**src/rtl/mips_pkg.sv**
```systemverilog
// mips_pkg
// Shared definitions for the multicycle MIPS control path:
//   - state_t      : control FSM states
//   - OP_* / FUNCT_*: opcodes and R-type function codes this core executes
//   - ula_ctrl_t   : 4-bit operation code consumed by the 32-bit ULA
//   - SRCA_* / SRCB_* / PCSRC_* : datapath multiplexer select encodings
package mips_pkg;

    typedef enum logic [3:0] {
        S_FETCH,
        S_DECODE,
        S_MEMADR,
        S_MEMREAD,
        S_MEMWB,
        S_MEMWRITE,
        S_EXEC_R,
        S_ALUWB,
        S_BRANCH,
        S_ADDI_EX,
        S_ADDI_WB,
        S_JUMP
    } state_t;

    localparam logic [5:0] OP_RTYPE = 6'b000000;
    localparam logic [5:0] OP_LW    = 6'b100011;
    localparam logic [5:0] OP_SW    = 6'b101011;
    localparam logic [5:0] OP_BEQ   = 6'b000100;
    localparam logic [5:0] OP_ADDI  = 6'b001000;
    localparam logic [5:0] OP_J     = 6'b000010;

    localparam logic [5:0] FUNCT_ADD = 6'b100000;
    localparam logic [5:0] FUNCT_SUB = 6'b100010;
    localparam logic [5:0] FUNCT_AND = 6'b100100;
    localparam logic [5:0] FUNCT_OR  = 6'b100101;
    localparam logic [5:0] FUNCT_XOR = 6'b100110;
    localparam logic [5:0] FUNCT_SLL = 6'b000000;
    localparam logic [5:0] FUNCT_SRL = 6'b000010;
    localparam logic [5:0] FUNCT_SRA = 6'b000011;

    typedef enum logic [3:0] {
        ULA_ADD = 4'b0000,
        ULA_SUB = 4'b0001,
        ULA_AND = 4'b0011,
        ULA_OR  = 4'b0100,
        ULA_XOR = 4'b0101,
        ULA_SLL = 4'b0110,
        ULA_SRL = 4'b0111,
        ULA_SRA = 4'b1000
    } ula_ctrl_t;

    localparam logic [1:0] SRCA_PC   = 2'b00;
    localparam logic [1:0] SRCA_REGA = 2'b01;
    localparam logic [1:0] SRCA_REGB = 2'b10;

    localparam logic [2:0] SRCB_REGB   = 3'b000;
    localparam logic [2:0] SRCB_FOUR   = 3'b001;
    localparam logic [2:0] SRCB_IMM    = 3'b010;
    localparam logic [2:0] SRCB_IMMSH  = 3'b011;
    localparam logic [2:0] SRCB_SHAMT  = 3'b100;

    localparam logic [1:0] PCSRC_ULA    = 2'b00;
    localparam logic [1:0] PCSRC_ALUOUT = 2'b01;
    localparam logic [1:0] PCSRC_JUMP   = 2'b10;

    // True for the two opcodes that go through the address calculation state.
    function automatic logic is_mem_op(input logic [5:0] op);
        return (op == OP_LW) || (op == OP_SW);
    endfunction

endpackage

```
**src/rtl/decodificador_ula.sv**
```systemverilog
// decodificador_ula
// Combinational R-type function decoder.
//   funct_i    : IR[5:0]
//   ula_ctrl_o : ULA operation code for the function
//   shift_o    : 1 for sll/srl/sra (operand comes from rt, amount from shamt)
//   legal_o    : 1 when the function is one this core executes
module decodificador_ula
    import mips_pkg::*;
(
    input  logic [5:0] funct_i,
    output logic [3:0] ula_ctrl_o,
    output logic       shift_o,
    output logic       legal_o
);

    always_comb begin
        ula_ctrl_o = ULA_ADD;
        shift_o    = 1'b0;
        legal_o    = 1'b1;
        case (funct_i)
            FUNCT_ADD: ula_ctrl_o = ULA_ADD;
            FUNCT_SUB: ula_ctrl_o = ULA_SUB;
            FUNCT_AND: ula_ctrl_o = ULA_AND;
            FUNCT_OR:  ula_ctrl_o = ULA_OR;
            FUNCT_XOR: ula_ctrl_o = ULA_XOR;
            FUNCT_SLL: begin
                ula_ctrl_o = ULA_SLL;
                shift_o    = 1'b1;
            end
            FUNCT_SRL: begin
                ula_ctrl_o = ULA_SRL;
                shift_o    = 1'b1;
            end
            FUNCT_SRA: begin
                ula_ctrl_o = ULA_SRA;
                shift_o    = 1'b1;
            end
            default:   legal_o = 1'b0;
        endcase
    end

endmodule

```
**src/rtl/unidade_controle_mc.sv**
```systemverilog
// unidade_controle_mc
// Moore control unit for the multicycle MIPS datapath. Sequences
// fetch/decode/execute/memory/write-back and drives every datapath select.
//   clk, rst_n       : clock (rising edge), asynchronous active-low reset
//   Op, Funct        : instruction register fields
//   Zero             : ULA zero flag (qualifies beq)
//   MemReady         : memory finishes its access this cycle
//   PCEn             : PC load enable = PCWrite | (Branch & Zero)
//   PCWrite, Branch, IRWrite, MemWrite, RegWrite, IorD, RegDst, MemtoReg
//   ALUSrcA, ALUSrcB, PCSrc : datapath multiplexer selects
//   ULAControl       : ULA operation code
//   Excecao          : one-cycle pulse in DECODE for an unsupported instruction
module unidade_controle_mc
    import mips_pkg::*;
(
    input  logic       clk,
    input  logic       rst_n,
    input  logic [5:0] Op,
    input  logic [5:0] Funct,
    input  logic       Zero,
    input  logic       MemReady,
    output logic       PCEn,
    output logic       PCWrite,
    output logic       Branch,
    output logic       IRWrite,
    output logic       MemWrite,
    output logic       RegWrite,
    output logic       IorD,
    output logic       RegDst,
    output logic       MemtoReg,
    output logic [1:0] ALUSrcA,
    output logic [2:0] ALUSrcB,
    output logic [1:0] PCSrc,
    output logic [3:0] ULAControl,
    output logic       Excecao
);

    state_t     state_q, state_d;
    logic [3:0] decUla;
    logic       decShift;
    logic       decLegal;

    decodificador_ula u_decodificador_ula (
        .funct_i    (Funct),
        .ula_ctrl_o (decUla),
        .shift_o    (decShift),
        .legal_o    (decLegal)
    );

    always_ff @(posedge clk or negedge rst_n) begin
        if (!rst_n) begin
            state_q <= S_FETCH;
        end else begin
            state_q <= state_d;
        end
    end

    always_comb begin
        state_d    = state_q;
        PCWrite    = 1'b0;
        Branch     = 1'b0;
        IRWrite    = 1'b0;
        MemWrite   = 1'b0;
        RegWrite   = 1'b0;
        IorD       = 1'b0;
        RegDst     = 1'b0;
        MemtoReg   = 1'b0;
        ALUSrcA    = SRCA_PC;
        ALUSrcB    = SRCB_REGB;
        PCSrc      = PCSRC_ULA;
        ULAControl = ULA_ADD;
        Excecao    = 1'b0;

        case (state_q)
            // PC+4 is computed every fetch cycle, but PC and IR only load
            // on the cycle the memory actually returns the instruction.
            S_FETCH: begin
                ALUSrcB = SRCB_FOUR;
                IRWrite = MemReady;
                PCWrite = MemReady;
                if (MemReady) begin
                    state_d = S_DECODE;
                end
            end
            // Branch target is precomputed into ALUOut while decoding.
            S_DECODE: begin
                ALUSrcB = SRCB_IMMSH;
                if (is_mem_op(Op)) begin
                    state_d = S_MEMADR;
                end else if (Op == OP_RTYPE && decLegal) begin
                    state_d = S_EXEC_R;
                end else if (Op == OP_BEQ) begin
                    state_d = S_BRANCH;
                end else if (Op == OP_ADDI) begin
                    state_d = S_ADDI_EX;
                end else if (Op == OP_J) begin
                    state_d = S_JUMP;
                end else begin
                    Excecao = 1'b1;
                    state_d = S_FETCH;
                end
            end
            S_MEMADR: begin
                ALUSrcA = SRCA_REGA;
                ALUSrcB = SRCB_IMM;
                state_d = (Op == OP_LW) ? S_MEMREAD : S_MEMWRITE;
            end
            S_MEMREAD: begin
                IorD = 1'b1;
                if (MemReady) begin
                    state_d = S_MEMWB;
                end
            end
            S_MEMWB: begin
                MemtoReg = 1'b1;
                RegWrite = 1'b1;
                state_d  = S_FETCH;
            end
            // MemWrite stays asserted through the stall; the memory commits
            // the store only on the MemReady cycle.
            S_MEMWRITE: begin
                IorD     = 1'b1;
                MemWrite = 1'b1;
                if (MemReady) begin
                    state_d = S_FETCH;
                end
            end
            // Shifts operate on rt by shamt; the rest combine rs with rt.
            S_EXEC_R: begin
                ALUSrcA    = decShift ? SRCA_REGB : SRCA_REGA;
                ALUSrcB    = decShift ? SRCB_SHAMT : SRCB_REGB;
                ULAControl = decUla;
                state_d    = S_ALUWB;
            end
            S_ALUWB: begin
                RegDst   = 1'b1;
                RegWrite = 1'b1;
                state_d  = S_FETCH;
            end
            S_BRANCH: begin
                ALUSrcA    = SRCA_REGA;
                ULAControl = ULA_SUB;
                Branch     = 1'b1;
                PCSrc      = PCSRC_ALUOUT;
                state_d    = S_FETCH;
            end
            S_ADDI_EX: begin
                ALUSrcA = SRCA_REGA;
                ALUSrcB = SRCB_IMM;
                state_d = S_ADDI_WB;
            end
            S_ADDI_WB: begin
                RegWrite = 1'b1;
                state_d  = S_FETCH;
            end
            S_JUMP: begin
                PCSrc   = PCSRC_JUMP;
                PCWrite = 1'b1;
                state_d = S_FETCH;
            end
            default: begin
                state_d = S_FETCH;
            end
        endcase
    end

    assign PCEn = PCWrite | (Branch & Zero);

endmodule
```
**config.mk**
```make
export PLATFORM = sky130hd
export DESIGN_NAME = unidade_controle_mc
export DESIGN_NICKNAME = d
export VERILOG_FILES = /design/src/rtl/mips_pkg.sv /design/src/rtl/decodificador_ula.sv /design/src/rtl/unidade_controle_mc.sv
export SDC_FILE = /design/constraint.sdc
export NUM_CORES = 1
export LEC_CHECK = 0
export CAP_MARGIN = 0
export CORE_MARGIN = 2
export CORE_UTILIZATION = 41
export CTS_BUF_LIST = sky130_fd_sc_hd__clkbuf_2 sky130_fd_sc_hd__clkbuf_4 sky130_fd_sc_hd__clkbuf_8
export DETAILED_ROUTE_END_ITERATION = 7
export GPL_TIMING_DRIVEN = 1
export PLACE_DENSITY_LB_ADDON = 0.08
export SYNTH_ARGS = -nofsm -noshare
export SYNTH_HDL_FRONTEND = slang
export SYNTH_HIERARCHICAL = 1
export SYNTH_SLANG_ARGS = --single-unit
```
**constraint.sdc**
```tcl
create_clock -name clk -period 2.53 [get_ports clk]
set_input_delay 0.506 -clock clk [delete_from_list [all_inputs] [get_ports clk]]
set_output_delay 0.506 -clock clk [all_outputs]
set_load 0.03 [all_outputs]
```
# Word-level counts from Yosys, hierarchy flattened
# Index checks and enable logic that the tools add are counted.
# W data, S select, Z words.
dict set report classes {
  mul 0
  n_shift 0
  n_eq_ne 26
  mux 33
  n_reduce_logical 12
  order_cmp 0
  bitwise 2
  div 0
  n_addsub 0
}
# operator count
set op_table {}
lappend op_table {{$pmux W4 S7} 2}
lappend op_table {{$eq A6 B6 Y1 const B} 7}
lappend op_table {{$mux W4} 8}
lappend op_table {{$eq A6 B2 Y1 const B} 3}
lappend op_table {{$eq A4 B3 Y1 const B} 4}
lappend op_table {{$eq A4 B4 Y1 const B} 4}
lappend op_table {{$mux W1} 15}
lappend op_table {{$logic_not A6 Y1} 2}
lappend op_table {{$pmux W3 S4} 1}
lappend op_table {{$reduce_or A3 Y1} 3}
lappend op_table {{$eq A4 B2 Y1 const B} 2}
lappend op_table {{$pmux W2 S2} 2}
lappend op_table {{$pmux W4 S2} 1}
lappend op_table {{$reduce_or A8 Y1} 1}
lappend op_table {{$eq A6 B3 Y1 const B} 1}
lappend op_table {{$eq A6 B4 Y1 const B} 1}
lappend op_table {{$mux W3} 2}
lappend op_table {{$ne A2 B2 Y1 const B} 3}
lappend op_table {{$eq A4 B1 Y1 const B} 1}
lappend op_table {{$logic_not A4 Y1} 1}
lappend op_table {{$reduce_or A2 Y1} 2}
lappend op_table {{$reduce_and A3 Y1} 1}
lappend op_table {{$mux W2} 1}
lappend op_table {{$pmux W1 S2} 1}
lappend op_table {{4 further kinds} 4}
dict set report totals {
  rom_bits 0
  latch_bits 0
  wordCells 74
  out_inout_bits 21
  memories 0
  input_bits 16
  ram_bits 0
  ff_bits 4
}

# Depth between registers and ports, before layout
# Gate-level depths: netlist (run 1).
dict set report logic_depth {
  ltp_word 7
  ltp_mapped 7
  depth_no_buf 6
}

# Hierarchy
# The synthesis (run 1) kept the hierarchy.
# mod instances cells_per_inst area_per_inst_um2 seq_area_each_um2
set modules_own_cells {}
lappend modules_own_cells {unidade_controle_mc 1 81 570.5 100.1}
lappend modules_own_cells {decodificador_ula 1 18 147.6 0.0}

# Worst setup path before layout (run 1)
# Ideal clock, no wire load.
dict set report synth_timing {
  path_kind {input port to output port}
  from {in Funct[4]}
  to {out Excecao}
  t_required_ns 2.024
  arrival_time_ns 1.881
  setup_slack_ns 0.143
  stages 6
  n_path_buf 0
  cell_sequence {or2_2 a311oi_2 inv_1 or4_4 o211ai_2 nor2b_1}
}
dict set report synth_via {
  elab_chain_cells 7
  elab_cells_between_ends 14
  classes_between {7 x eq/ne; 4 x mux; 3 x reduce/logical}
}
# element line_no
set synth_lines {}
lappend synth_lines {{start: declaration} unidade_controle_mc.sv:19} ;# input logic [5:0] Funct,
lappend synth_lines {{$eq A6 B6 Y1, or another cell as far along} decodificador_ula.sv:20} ;# case (funct_i)
lappend synth_lines {{$reduce_or A8 Y1 (no line) (*)} n/a}
lappend synth_lines {{$mux W1 (*)} decodificador_ula.sv:20}
lappend synth_lines {{named net decLegal} unidade_controle_mc.sv:41} ;# logic decLegal;
lappend synth_lines {{$logic_and A1 B1 Y1 (*)} unidade_controle_mc.sv:90} ;# end else if (Op == OP_RTYPE && decLegal) begin
lappend synth_lines {{$mux W1 (*)} unidade_controle_mc.sv:90}
lappend synth_lines {{$mux W1 (*)} unidade_controle_mc.sv:88} ;# if (is_mem_op(Op)) begin
lappend synth_lines {{$mux W1 (*)} unidade_controle_mc.sv:74} ;# case (state_q)
lappend synth_lines {{end: declaration} unidade_controle_mc.sv:35} ;# output logic Excecao
# The timed path passes the listed nets; every way through them passes the cells marked *.

# Worst setup path in the final report (run 1)
dict set report layout_timing {
  from {in Op[4]}
  to {out Excecao}
}
dict set report layout_via {
  elab_chain_cells 7
  elab_cells_between_ends 14
  classes_between {5 x eq/ne; 6 x mux; 3 x reduce/logical}
}
# element line_no
set layout_lines {}
lappend layout_lines {{start: declaration} unidade_controle_mc.sv:18} ;# input logic [5:0] Op,
lappend layout_lines {{$eq A6 B2 Y1} unidade_controle_mc.sv:96} ;# end else if (Op == OP_J) begin
lappend layout_lines {{$mux W1} unidade_controle_mc.sv:96}
lappend layout_lines {{$mux W1} unidade_controle_mc.sv:94} ;# end else if (Op == OP_ADDI) begin
lappend layout_lines {{$mux W1} unidade_controle_mc.sv:92} ;# end else if (Op == OP_BEQ) begin
lappend layout_lines {{$mux W1} unidade_controle_mc.sv:90}
lappend layout_lines {{$mux W1 (*)} unidade_controle_mc.sv:88}
lappend layout_lines {{$mux W1 (*)} unidade_controle_mc.sv:74}
# Mark *: on every way between the ends. The rest lies on a longest branch, timed or not.

==> flow_metrics.env, run 1 <==
export IMPL_critPathMaxStageDelay_ps=530
export IMPL_tightest_slew_ps=348
export IMPL_yosysSeqAreaShare_pct=13.9
export IMPL_dp_hpwl_um=1770
export IMPL_rows=15
export IMPL_path_clk_slew_ps=40
export IMPL_drt_iter0_drc=5
export IMPL_cts_root_buf="clkbuf_4"
export IMPL_syn_area_per_cell_sq_um=7.25
export IMPL_dpl_cell_area_sq_um=1200
export IMPL_ys_ff_latch=4
export IMPL_largest_reg_flops=4
export IMPL_layout_min_cycle_time_ps=2500
export IMPL_via_per_inst=5.48
export IMPL_max_freq_mhz=401
export IMPL_drc=0
export IMPL_ant_nets=0
export IMPL_grt_pass1_wl_um=3460
export IMPL_worstSetupPathType="input pin to output port"
export IMPL_finalSetupViolCount=0
export IMPL_grt_pass1_vias=857
export IMPL_cts_sinks=4
export IMPL_hold_violations=0
export IMPL_fin_setup_tns_ps=0
export IMPL_critPathMaxFanout=2
export IMPL_fp_dieW_um=45.9
export IMPL_leakage_uw=0.000597
export IMPL_antenna_found_initial=0
export IMPL_grt_total_usage_pct=22.4
export IMPL_die_h_um=45.9
export IMPL_worstSetupEndpointType="output port"
export IMPL_wl_per_cell_um=12.5
export IMPL_area_growth_pct=72.1
export IMPL_worst_path_buf_inv=2
export IMPL_fin_nets=172
export IMPL_regMostFlops="state_q"
export IMPL_final_core_util_pct=73.2
export IMPL_cts_made_buffers=3
export IMPL_gr_total_overflow=0
export IMPL_path_delay_family="simple AND/OR/NAND/NOR gates"
export IMPL_relSlewSlack_pct=76.8
export IMPL_fin_skew_ps=3.08
export IMPL_core_sq_um=1690
export IMPL_synthCells=99
export IMPL_num_antenna_cells=0
export IMPL_hp_class="input pin to async pin"
export IMPL_required_ps=2020
export IMPL_fp_dieArea_sq_um=2100
export IMPL_crit_path_start_kind="input pin"
export IMPL_clk_latency_ps=230
export IMPL_critical_path_arrival_ps=1990
export IMPL_cts_tree="yes"
export IMPL_power_total_uw=785
export IMPL_cp_cell_sequence="dlygate4sd2_1 > or3_4 > or4_4 > o211ai_2 > nor2b_1 > buf_4"
export IMPL_initial_utilization_pct=42.5
export IMPL_ctsHtreeMaxLevel=1
export IMPL_ir_drop_uv=323
export IMPL_num_io_pins=37
export IMPL_place_gp_congestion=0.880
export IMPL_synth_warnings=6
export IMPL_dr_pass1_iters=4
export IMPL_fin_area_sq_um=1240
export IMPL_ctsHoldBuffers=0
export IMPL_clock_path_buffers=2
export IMPL_largest_registers="state_q x4"
export IMPL_power_density_nw_per_um2=635
export IMPL_wirelength_um=2150
export IMPL_status="finished clean"
export IMPL_finalCritPeriodShare_pct=98.6
export IMPL_slew_violations=0
export IMPL_rsz0062_at_grt="yes"
export IMPL_io_buffers=36
export IMPL_slowest_stage="or4_4"
export IMPL_num_vias=937
export IMPL_yosys_cell_types_count=40
export IMPL_syn_num_nets=115
export IMPL_maxCapViolCount=0
export IMPL_synth_area_sq_um=718
export IMPL_grt_max_degree=11
export IMPL_layout_drive_gt1_share_pct=35.7
-- final timing paths --
kind / startpoint / slack, ps / cells past startpoint / end
min: rst_n / 480 / 1 / state_q[0]$_DFFE_PN0P_
max: Op[4] / 30 / 6 / Excecao
min reg2reg: state_q[3]$_DFFE_PN0P_ / 580 / 1 / state_q[0]$_DFFE_PN0P_
max in group asynchronous: rst_n / 1890 / 1 / state_q[3]$_DFFE_PN0P_
min in group clk: state_q[3]$_DFFE_PN0P_ / 580 / 1 / state_q[0]$_DFFE_PN0P_
max reg2reg: state_q[0]$_DFFE_PN0P_ / 820 / 7 / state_q[0]$_DFFE_PN0P_
-- repair_timing --
item                                    in CTS  in global routing
resized for setup                           30                  7
pin swaps                                    4                  1
setup buffers                                1                  1
endpoints found under the setup margin       3                  4
-- kinds of logic after synthesis --
kind of cell | count (synthesis) | share of synthesized area (%)
and+or+nand+nor | 50 | 42.7
DFF | 4 | 13.9
buffers and inverters | 12 | 8.19
AOI/OAI and AO/OA | 28 | 28.7
xor gates and xnor gates | 3 | 3.66
muxes | 2 | 2.79
-- through the flow --
stage                     setup WS [ps]  std cells  hold slack [ps]
after CTS                         -19.6        170              475
final                              34.5        171              476
after global placement             -777        166              583
after detailed placement           -814        166              587
after global routing              -47.2        171              486
after floorplan                     143         99              210
-- routing by layer --
| layer | vias to the layer above | global-route usage, % | part of all wire (%) |
|---|---|---|---|
| met5 | - | 0 | 0 |
| met4 | 0 | 12.6 | 2.6 |
| met3 | 6 | 2.78 | 4.0 |
| met2 | 30 | 38.9 | 52 |
| met1 | 429 | 25.8 | 42 |
| li1 | 472 | - | - |
-- layout make-up --
cell class | count | area [sq um]
Multi-Input combinational cell | 83 | 591
Timing Repair Buffer | 59 | 483
Inverter | 5 | 18.8
Fill cell | 145 | 453
Tap cell | 17 | 21.3
Clock buffer | 3 | 22.5
Sequential cell | 4 | 100
-- worst register-to-register path: stages (launching register included) --
cell      delay, ps
dfrtp_1         540
nand2b_4        130
nor3_1          260
o211ai_2        150
buf_4           160
buf_4           120
buf_4           120
o22ai_1         150
-- where the power goes --
part / switching [uW] / total, uW / internal [uW]
logic: 320 / 588 / 267
registers: 41.5 / 121 / 80.0
clock network: 23.1 / 75.9 / 52.8
-- cell usage after synthesis --
| cell | count | share of area, % |
|---|---|---|
| nor2_1 | 11 | 5.7 |
| nor3_1 | 8 | 5.6 |
| a21oi_1 | 6 | 4.2 |
| nand2b_1 | 6 | 5.2 |
| o22ai_1 | 6 | 5.2 |
| inv_1 | 5 | 2.6 |
| and2_1 | 4 | 3.5 |
| dfrtp_1 | 4 | 14 |
| buf_4 | 3 | 3.1 |
| nor2b_1 | 3 | 2.6 |
| o21ai_0 | 3 | 2.1 |
| a21o_1 | 2 | 2.1 |
| and3_1 | 2 | 1.7 |
| buf_2 | 2 | 1.4 |
| clkbuf_1 | 2 | 1.0 |
| mux2i_1 | 2 | 2.8 |
| nand2_1 | 2 | 1.0 |
| nand3_1 | 2 | 1.4 |
| nor4_2 | 2 | 3.5 |
| or2_1 | 2 | 1.7 |
| or2_2 | 2 | 1.7 |
| xor2_1 | 2 | 2.4 |
| a211o_2 | 1 | 1.4 |
| a211oi_1 | 1 | 1.0 |
| a21boi_0 | 1 | 1.0 |
| a21boi_1 | 1 | 1.0 |
| a221oi_2 | 1 | 2.1 |
| a311oi_2 | 1 | 2.1 |
| a31oi_1 | 1 | 0.87 |
| nand2b_4 | 1 | 1.9 |
| nand3b_2 | 1 | 1.6 |
| nand4b_1 | 1 | 1.2 |
| o211ai_2 | 1 | 1.7 |
| o21ba_1 | 1 | 1.4 |
| o31a_1 | 1 | 1.2 |
| o32ai_1 | 1 | 1.2 |
| or3_4 | 1 | 1.6 |
| or4_1 | 1 | 1.0 |
| or4_4 | 1 | 1.6 |
| xnor2_1 | 1 | 1.2 |
-- cell usage in the layout (no fill, tap or decap), types with 3 or more instances in the layout --
cell type and instances:
dlygate4sd2_1 6, and2_1 4, nor3_1 8, buf_4 32, nand2b_1 4, clkdlybuf4s50_1 14
buf_2 3, nand2b_4 3, o21ai_0 3, clkbuf_4 3, nor2_1 11, a21oi_1 6
inv_1 5, dfrtp_1 4, o22ai_1 6
Note: power is estimated with default switching activity, not from simulation.
==> run 2, diff against run 1 <==
--- a/config.mk
+++ b/config.mk
@@ -12,6 +12,7 @@
 export DETAILED_ROUTE_END_ITERATION = 7
 export GPL_TIMING_DRIVEN = 1
 export PLACE_DENSITY_LB_ADDON = 0.08
+export SETUP_SLACK_MARGIN = 0.02
 export SYNTH_ARGS = -nofsm -noshare
 export SYNTH_HDL_FRONTEND = slang
 export SYNTH_HIERARCHICAL = 1
==> results of run 2 <==
The final DEF is identical to that of run 1; final timing and power are the same.
